--- config.mk ---
export PLATFORM = sky130hd
export DESIGN_NAME = control_multiciclo
export DESIGN_NICKNAME = d
export VERILOG_FILES = /design/src/rtl/ctrl_pkg.sv /design/src/rtl/ctrl_decode_op.sv /design/src/rtl/control_multiciclo.sv
export SDC_FILE = /design/constraint.sdc
export NUM_CORES = 1
export LEC_CHECK = 0
export ABC_AREA = 1
export BUFFER_PORTS_ARGS = -buffer_cell sky130_fd_sc_hd__buf_2
export CAP_MARGIN = 15
export CORE_UTILIZATION = 46
export DETAILED_ROUTE_END_ITERATION = 6
export PLACE_DENSITY_LB_ADDON = 0.1
export SETUP_SLACK_MARGIN = 0.5
export SLEW_MARGIN = 20
export SYNTH_ARGS = -nofsm -noshare
export SYNTH_HDL_FRONTEND = slang
export SYNTH_SLANG_ARGS = --single-unit
export TNS_END_PERCENT = 50
--- constraint.sdc ---
create_clock -name clk -period 1.4 [get_ports clk]
set_input_delay 0.14 -clock clk [delete_from_list [all_inputs] [get_ports clk]]
set_output_delay 0.14 -clock clk [all_outputs]
set_load 0.05 [all_outputs]
--- src/rtl/ctrl_pkg.sv ---
// Shared encodings for the multicycle control unit: FSM states, opcodes,
// ALU operation codes and datapath mux selects.
package ctrl_pkg;

    typedef enum logic [3:0] {
        S_FETCH  = 4'd0,
        S_DECODE = 4'd1,
        S_MEMADR = 4'd2,
        S_MEMRD  = 4'd3,
        S_MEMWB  = 4'd4,
        S_MEMWR  = 4'd5,
        S_EXEC_R = 4'd6,
        S_ALU_WB = 4'd7,
        S_BRANCH = 4'd8,
        S_JUMP   = 4'd9,
        S_EXEC_I = 4'd10,
        S_IMM_WB = 4'd11
    } state_t;

    localparam logic [5:0] OP_RTYPE = 6'b000000;
    localparam logic [5:0] OP_LW    = 6'b100011;
    localparam logic [5:0] OP_SW    = 6'b101011;
    localparam logic [5:0] OP_BEQ   = 6'b000100;
    localparam logic [5:0] OP_BNE   = 6'b000101;
    localparam logic [5:0] OP_J     = 6'b000010;
    localparam logic [5:0] OP_ADDI  = 6'b001000;
    localparam logic [5:0] OP_ANDI  = 6'b001100;
    localparam logic [5:0] OP_ORI   = 6'b001101;

    localparam logic [1:0] ALU_ADD   = 2'b00;
    localparam logic [1:0] ALU_SUB   = 2'b01;
    localparam logic [1:0] ALU_RTYPE = 2'b10;
    localparam logic [1:0] ALU_LOGIC = 2'b11;

    localparam logic [1:0] SRCB_REG     = 2'b00;
    localparam logic [1:0] SRCB_FOUR    = 2'b01;
    localparam logic [1:0] SRCB_IMM     = 2'b10;
    localparam logic [1:0] SRCB_IMM_SH2 = 2'b11;

    localparam logic [1:0] PCSRC_ALU    = 2'b00;
    localparam logic [1:0] PCSRC_ALUOUT = 2'b01;
    localparam logic [1:0] PCSRC_JUMP   = 2'b10;

    // States that sit on the shared memory port waiting for mem_ready.
    function automatic logic is_mem_wait_state(input state_t s);
        return (s == S_FETCH) || (s == S_MEMRD) || (s == S_MEMWR);
    endfunction

endpackage

--- src/rtl/ctrl_decode_op.sv ---
// Opcode decoder used in DECODE: picks the first execution state of the
// instruction and flags opcodes the datapath cannot execute.
// Optional macro CTRL_BNE_EN makes opcode 000101 (bne) a legal branch.
module ctrl_decode_op
    import ctrl_pkg::*;
(
    input  logic [5:0] opcode,
    output state_t     next_state,
    output logic       legal
);

    // Pure lookup; illegal opcodes fall back to FETCH.
    always_comb begin
        next_state = S_FETCH;
        legal      = 1'b1;
        case (opcode)
            OP_RTYPE:                  next_state = S_EXEC_R;
            OP_LW, OP_SW:              next_state = S_MEMADR;
            OP_BEQ:                    next_state = S_BRANCH;
`ifdef CTRL_BNE_EN
            OP_BNE:                    next_state = S_BRANCH;
`endif
            OP_J:                      next_state = S_JUMP;
            OP_ADDI, OP_ANDI, OP_ORI:  next_state = S_EXEC_I;
            default: begin
                next_state = S_FETCH;
                legal      = 1'b0;
            end
        endcase
    end

endmodule

--- src/rtl/control_multiciclo.sv ---
// Multicycle control FSM: sequences the shared memory port, ALU, IR and PC
// and drives every datapath mux/enable. Outputs are a function of the
// current state (plus mem_ready in FETCH, opcode in DECODE/EXEC_I and zero
// in BRANCH) and are forced low while reset is held.
// Optional macro CTRL_BNE_EN adds bne (opcode 000101) as a branch.
module control_multiciclo
    import ctrl_pkg::*;
#(
    parameter int MEM_WAIT_MAX = 15
) (
    input  logic       clk,
    input  logic       reset,
    input  logic [5:0] opcode,
    input  logic [5:0] funct,
    input  logic       zero,
    input  logic       mem_ready,
    output logic       pc_write,
    output logic       pc_write_cond,
    output logic       iord,
    output logic       mem_read,
    output logic       mem_write,
    output logic       ir_write,
    output logic       mem_to_reg,
    output logic       reg_dst,
    output logic       reg_write,
    output logic       alu_src_a,
    output logic       ext_op,
    output logic [1:0] alu_src_b,
    output logic [1:0] alu_op,
    output logic [1:0] pc_source,
    output logic       pc_en,
    output logic       illegal_op,
    output logic       mem_timeout,
    output logic [3:0] state
);

    localparam bit          WAIT_CHECK_EN = (MEM_WAIT_MAX > 0);
    localparam int unsigned WAIT_MAX_U    = MEM_WAIT_MAX;

    state_t     state_q, state_d;
    logic [3:0] wait_cnt_q, wait_cnt_d;
    logic       mem_timeout_q, mem_timeout_d;
    logic       in_wait;
    logic       branch_taken;
    state_t     dec_next_state;
    logic       dec_legal;

`ifdef CTRL_BNE_EN
    logic [5:0] op_latched_q, op_latched_d;
`endif

    // funct is decoded by the ALU control block, not by this FSM.
    logic unused_funct;
    assign unused_funct = ^funct;

    ctrl_decode_op u_decode (
        .opcode     (opcode),
        .next_state (dec_next_state),
        .legal      (dec_legal)
    );

    // Next-state sequencing; memory states hold until mem_ready.
    always_comb begin
        state_d = state_q;
        case (state_q)
            S_FETCH:  if (mem_ready) state_d = S_DECODE;
            S_DECODE: state_d = dec_next_state;
            S_MEMADR: state_d = (opcode == OP_SW) ? S_MEMWR : S_MEMRD;
            S_MEMRD:  if (mem_ready) state_d = S_MEMWB;
            S_MEMWR:  if (mem_ready) state_d = S_FETCH;
            S_EXEC_R: state_d = S_ALU_WB;
            S_EXEC_I: state_d = S_IMM_WB;
            default:  state_d = S_FETCH;
        endcase
    end

    // Consecutive memory-wait counter (saturating) and sticky timeout flag.
    always_comb begin
        in_wait       = is_mem_wait_state(state_q) && !mem_ready;
        wait_cnt_d    = 4'd0;
        if (in_wait) begin
            wait_cnt_d = (wait_cnt_q == 4'hF) ? 4'hF : wait_cnt_q + 4'd1;
        end
        mem_timeout_d = mem_timeout_q;
        if (WAIT_CHECK_EN && in_wait && (32'(wait_cnt_d) >= WAIT_MAX_U)) begin
            mem_timeout_d = 1'b1;
        end
    end

`ifdef CTRL_BNE_EN
    // Capture the opcode as the instruction enters DECODE so BRANCH knows
    // whether the taken sense is inverted.
    always_comb begin
        op_latched_d = op_latched_q;
        if ((state_q == S_FETCH) && mem_ready) begin
            op_latched_d = opcode;
        end
    end
`endif

    // State, wait counter and timeout registers.
    always_ff @(posedge clk or posedge reset) begin
        if (reset) begin
            state_q       <= S_FETCH;
            wait_cnt_q    <= 4'd0;
            mem_timeout_q <= 1'b0;
`ifdef CTRL_BNE_EN
            op_latched_q  <= 6'd0;
`endif
        end else begin
            state_q       <= state_d;
            wait_cnt_q    <= wait_cnt_d;
            mem_timeout_q <= mem_timeout_d;
`ifdef CTRL_BNE_EN
            op_latched_q  <= op_latched_d;
`endif
        end
    end

    // Control word per state; everything is held low while reset is high so
    // an abandoned instruction cannot pulse a write enable.
    always_comb begin
        pc_write      = 1'b0;
        pc_write_cond = 1'b0;
        iord          = 1'b0;
        mem_read      = 1'b0;
        mem_write     = 1'b0;
        ir_write      = 1'b0;
        mem_to_reg    = 1'b0;
        reg_dst       = 1'b0;
        reg_write     = 1'b0;
        alu_src_a     = 1'b0;
        ext_op        = 1'b0;
        alu_src_b     = SRCB_REG;
        alu_op        = ALU_ADD;
        pc_source     = PCSRC_ALU;
        illegal_op    = 1'b0;
        branch_taken  = zero;
`ifdef CTRL_BNE_EN
        if (op_latched_q == OP_BNE) branch_taken = ~zero;
`endif
        if (!reset) begin
            case (state_q)
                S_FETCH: begin
                    mem_read  = 1'b1;
                    alu_src_b = SRCB_FOUR;
                    ir_write  = mem_ready;
                    pc_write  = mem_ready;
                end
                S_DECODE: begin
                    alu_src_b  = SRCB_IMM_SH2;
                    ext_op     = 1'b1;
                    illegal_op = ~dec_legal;
                end
                S_MEMADR: begin
                    alu_src_a = 1'b1;
                    alu_src_b = SRCB_IMM;
                    ext_op    = 1'b1;
                end
                S_MEMRD: begin
                    mem_read = 1'b1;
                    iord     = 1'b1;
                end
                S_MEMWB: begin
                    reg_write  = 1'b1;
                    mem_to_reg = 1'b1;
                end
                S_MEMWR: begin
                    mem_write = 1'b1;
                    iord      = 1'b1;
                end
                S_EXEC_R: begin
                    alu_src_a = 1'b1;
                    alu_op    = ALU_RTYPE;
                end
                S_ALU_WB: begin
                    reg_write = 1'b1;
                    reg_dst   = 1'b1;
                end
                S_EXEC_I: begin
                    alu_src_a = 1'b1;
                    alu_src_b = SRCB_IMM;
                    if (opcode == OP_ADDI) begin
                        ext_op = 1'b1;
                        alu_op = ALU_ADD;
                    end else begin
                        ext_op = 1'b0;
                        alu_op = ALU_LOGIC;
                    end
                end
                S_IMM_WB: begin
                    reg_write = 1'b1;
                end
                S_BRANCH: begin
                    alu_src_a     = 1'b1;
                    alu_op        = ALU_SUB;
                    pc_write_cond = 1'b1;
                    pc_source     = PCSRC_ALUOUT;
                end
                S_JUMP: begin
                    pc_write  = 1'b1;
                    pc_source = PCSRC_JUMP;
                end
                default: begin
                    pc_write = 1'b0;
                end
            endcase
        end
    end

    assign pc_en       = pc_write | (pc_write_cond & branch_taken);
    assign mem_timeout = mem_timeout_q;
    assign state       = state_q;

endmodule

==> impl_metrics.yaml, run 1 <==
global_route:
  grt_usage_pct: 83.9
  grt_max_degree: 10
  overflow: 72
timing:
  worstEndpointGrtRepair: "ext_op"
  worst_endpoint_kind: "top-level output"
die:
  io_pins: 40
  rows: 15
  die_height_um: 45.5
  fp.dieW_um: 45.5
  initial_core_util_pct: 49.9
yosys:
  syn_area_per_cell_um2: 5.96
  synthCells: 146
  synth_area_um2: 871
  syn_nets: 163
  netlist_top_cells_area: "dfrtp_1 26%, nand2_1 17%, inv_1 11%"
  synth_area_leader_cell: "dfrtp_1"
  synth.most_common_cell: "nand2_1"
  synth_top_flop_cell: "dfrtp_1"
  synth_seq_area_share_pct: 25.9
  ys_warn_count: 0
  synthArstFlopShare_pct: 100
  ys_ff_latch: 9
  synth_top_area_share_pct: 25.9
  synth_cell_type_count: 23
  synth_edf_count: 0
  synth_common_cells: "39 x nand2_1, 26 x inv_1, 21 x nor2_1"
outcome:
  error: "[ERROR GRT-0232] Routing congestion too high. Check the congestion heatmap in the GUI."
  status: "aborted with a tool error"
  lastStage: "5_1_grt"
clock_network:
  clkSinkCount: 9
  htree_levels: 1
  cts_hold_buf: 0
  cts_made_buffers: 3
  clk_path_buf_depth: 2
  cts-root-buf: "clkbuf_4"
placed_design:
  portBuffers: 33
  gp_congestion: 0.824
  hpwl_um: 2150
  pre_cts_slack_ns: -0.134
## what timing repair did
item                       CTS
pin swaps                    1
resized for setup           47
setup endpoints to repair   33
buffers inserted             4
cloned                       0
## metrics by stage
step	std cells	hold WS [ns]	setup TNS [ns]	instance area (um2)
after global placement	227	0.453	-0.504	1430
after CTS	235	0.210	-4.57	1640
after floorplan	146	0.0389	-3.21	1060
after detailed placement	227	0.460	-0.924	1430
## routing by layer
metal	GRT overflow	global-route usage (%)
met4	36	112
met2	36	104
met3	0	57.1
met5	0	5.71
met1	0	78.7
## cell families after synthesis
kind of cell    share of synthesized area, %
compound gates                          10.5
flops                                   25.9
buf+inv                                 12.9
simple gates                            49.3
fa+ha+maj                               1.44
==> run 2, diff against run 1 <==
- CORE_AREA: unset -> 2 2 63 65
- CORE_UTILIZATION: 46 -> unset
- DIE_AREA: unset -> 0 0 65 67
- PLACE_DENSITY_LB_ADDON: 0.1 -> 0.15
- SETUP_SLACK_MARGIN: 0.5 -> unset
==> impl_metrics.yaml, run 2 <==
finish:
  drive_gt1_share_pct: 52.6
  final_common_cell: "buf_4"
  areaGrowthSynthToFinish_pct: 88.4
  num-fill-cells: 392
  final_cell_mix: "35 x buf_4, 34 x nand2_1, 22 x inv_1"
  layout.cell_area.non_filler_um2: 1640
  fin_cells: 259
  layout.nets: 229
  antenna_cells: 0
timing:
  rsz0062_at_grt: "true"
  max_freq_ghz: 0.598
  hold_violations: 0
  finalCritPeriodShare_pct: 119
  setup_violations: 22
  fin_worst_skew_ns: 0.00249
  setup_ws_ns: -0.273
  slew_viol_final: 0
  worstMarginPinSlew_ns: 0.312
  fin_crit_ns: 1.67
  max-slew-margin-rel_pct: 79.2
yosys:
  synthCells: 146
  synth_area_leader_cell: "dfrtp_1"
  ys_ff_latch: 9
  synth_edf_count: 0
  synth_top_flop_cell: "dfrtp_1"
  synth_seq_area_share_pct: 25.9
  synth_top_area_share_pct: 25.9
  synthArstFlopShare_pct: 100
  syn_area_per_cell_um2: 5.96
  synth_cell_type_count: 23
  netlist_top_cells_area: "dfrtp_1 26%, nand2_1 17%, inv_1 11%"
  ys_warn_count: 0
  synth_common_cells: "39 x nand2_1, 26 x inv_1, 21 x nor2_1"
  synth.most_common_cell: "nand2_1"
  synth_area_um2: 871
  syn_nets: 163
critical_path:
  endpoint_kind: "output port"
  crit_fanout: 5
  critPathLaunchType: "flop"
  crit_buf_inv: 3
  critical_path.max_stage_delay_ns: 0.51
  cp_cell_sequence: "inv_4, nor2_4, and2_4, nand2_4, clkinvlp_4, a21o_4, buf_8"
  worst-setup-path-type: "flop to output port"
  critical_path.top_delay_family: "flip-flops"
  slowest_stage: "dfrtp_4"
  arrival_ns: 1.53
  critPathRequiredTime_ns: 1.26
power:
  p_sw_share_pct: 51.8
  clkPwrFrac_pct: 10.5
  irDropWorstVdd_uv: 707
  p_comb_share_pct: 73.6
  p_leak_nw: 0.877
  power_frac_seq_pct: 15.9
  p_per_area_nw_per_um2: 1710
  internal_power_mw: 1.35
  netSwitchingPower_mw: 1.45
clock_network:
  insertion_delay_ns: 0.23
  cts_tree: "built"
  cts_made_buffers: 3
  cts_hold_buf: 0
  clk_path_buf_depth: 2
  clk_pin_slew_ns: 0.04
  cts-root-buf: "clkbuf_8"
  htree_levels: 1
  clkSinkCount: 9
placed_design:
  placed_cell_area_um2: 1430
  portBuffers: 33
  placedCellCount: 250
  hpwl_um: 2340
  pre_cts_slack_ns: -0.132
  gp_congestion: 0.786
detailed_routing:
  drt_pass1_iterations: 4
  ant_nets: 0
  routed-via-count: 1117
  drc: 0
  vias_per_cell: 4.31
  routed_wirelength_um: 2840
  avgRoutedWirePerCell_um: 11.0
  drt_iter0_markers: 52
die:
  core-area_um2: 3610
  die_height_um: 67
  initial_core_util_pct: 24.1
  die_area_um2: 4360
  rows: 22
  fp.dieW_um: 65
  io_pins: 40
outcome:
  status: "complete, but fails checks"
  violations: "negative setup slack"
run:
  max-cap-violations: 0
worst_hold_path:
  hp-class: "primary input to async pin"
global_route:
  overflow: 0
  grt_pass1_wl_um: 4880
  grt_max_degree: 10
  grt_usage_pct: 14.5
  grt_pass1_vias: 1150
  antenna_found_initial: 0
run 2: cell counts after synthesis:
Identical to the previous run, type by type.
run 2: what timing repair did:
item                                   in CTS  in global routing
endpoints found under the hold margin       0                  0
setup endpoints to repair                  25                 27
pin swaps                                   4                  3
setup buffers                               2                  3
gates resized for setup                    35                  6
run 2: power by group through the flow:
| stage | clock network [mW] | logic (mW) | registers, mW |
|---|---|---|---|
| floorplan | 0 | 1.10 | 0.559 |
| global placement | 0 | 1.83 | 0.445 |
| detailed placement | 0 | 1.84 | 0.444 |
| CTS | 0.309 | 2.01 | 0.441 |
| global route | 0.322 | 2.22 | 0.457 |
| finish | 0.294 | 2.06 | 0.446 |
run 2: cells by family (layout without fill, tap and decap cells):
| logic type | count (synthesis) | in the layout | share of synthesized area, % |
|---|---|---|---|
| AOI/OAI and AO/OA | 16 | 16 | 10.5 |
| adders and majority gates | 1 | 1 | 1.44 |
| buffers and inverters | 28 | 93 | 12.9 |
| DFF | 9 | 9 | 25.9 |
| and+or+nand+nor | 92 | 92 | 49.3 |
run 2: worst register-to-register path, cell delays in order, from the launching register on:
cell and delay (ns):
dfrtp_4 0.51, nor2_1 0.21, nand2_1 0.14, buf_4 0.16, nand3_2 0.09, nand2_2 0.09, nand2_1 0.08, nand2_1 0.04
run 2: layer usage:
| layer | part of all wire (%) | GRT usage (%) | vias to the layer above |
|---|---|---|---|
| met5 | 0 | 0 | - |
| met4 | 0.67 | 6.12 | 0 |
| met3 | 2.3 | 1.69 | 2 |
| met2 | 55 | 26.9 | 11 |
| met1 | 42 | 16.8 | 516 |
| li1 | - | - | 588 |
run 2: area by class of cell:
class / instances / area (um2) / area share, %
inverter: 26 / 106 / 6.48
timing repair buffer: 63 / 485 / 29.6
sequential: 9 / 233 / 14.2
tap: 48 / 60.1 / 3.66
clock buffer: 4 / 45.0 / 2.75
multi-input combinational: 109 / 711 / 43.3
run 2: stage by stage:
| stage | total power [mW] | utilization, % | TNS (ns) | hold slack (ns) |
|---|---|---|---|---|
| 5_1_grt | 3.00 | 45.5 | -6.13 | 0.274 |
| 3_5_place_dp | 2.29 | 39.7 | -1.14 | 0.471 |
| 3_3_place_gp | 2.28 | 39.7 | -0.966 | 0.455 |
| 4_1_cts | 2.76 | 44.3 | -3.80 | 0.223 |
| 2_1_floorplan | 1.65 | - | -3.29 | 0.0304 |
| 6_report | 2.80 | 45.5 | -3.44 | 0.252 |
run 2: path summary, 6_finish.rpt:
kind                                         start                      end  slack (ns)  cells after the start
setup reg to reg              state[3]$_DFFE_PP0P_     state[2]$_DFFE_PP0P_       -0.04                      7
hold reg to reg            mem_timeout$_DFFE_PP0P_  mem_timeout$_DFFE_PP0P_        0.48                      1
hold / removal                               reset     state[3]$_DFFE_PP0P_        0.25                      3
setup / recovery              state[3]$_DFFE_PP0P_                    pc_en       -0.27                      7
min in group clk                         mem_ready  wait_cnt_q[1]$_DFF_PP0_        0.27                      4
max in group asynchronous                    reset     state[3]$_DFFE_PP0P_        1.00                      3
(Power assumes the default switching activity.)
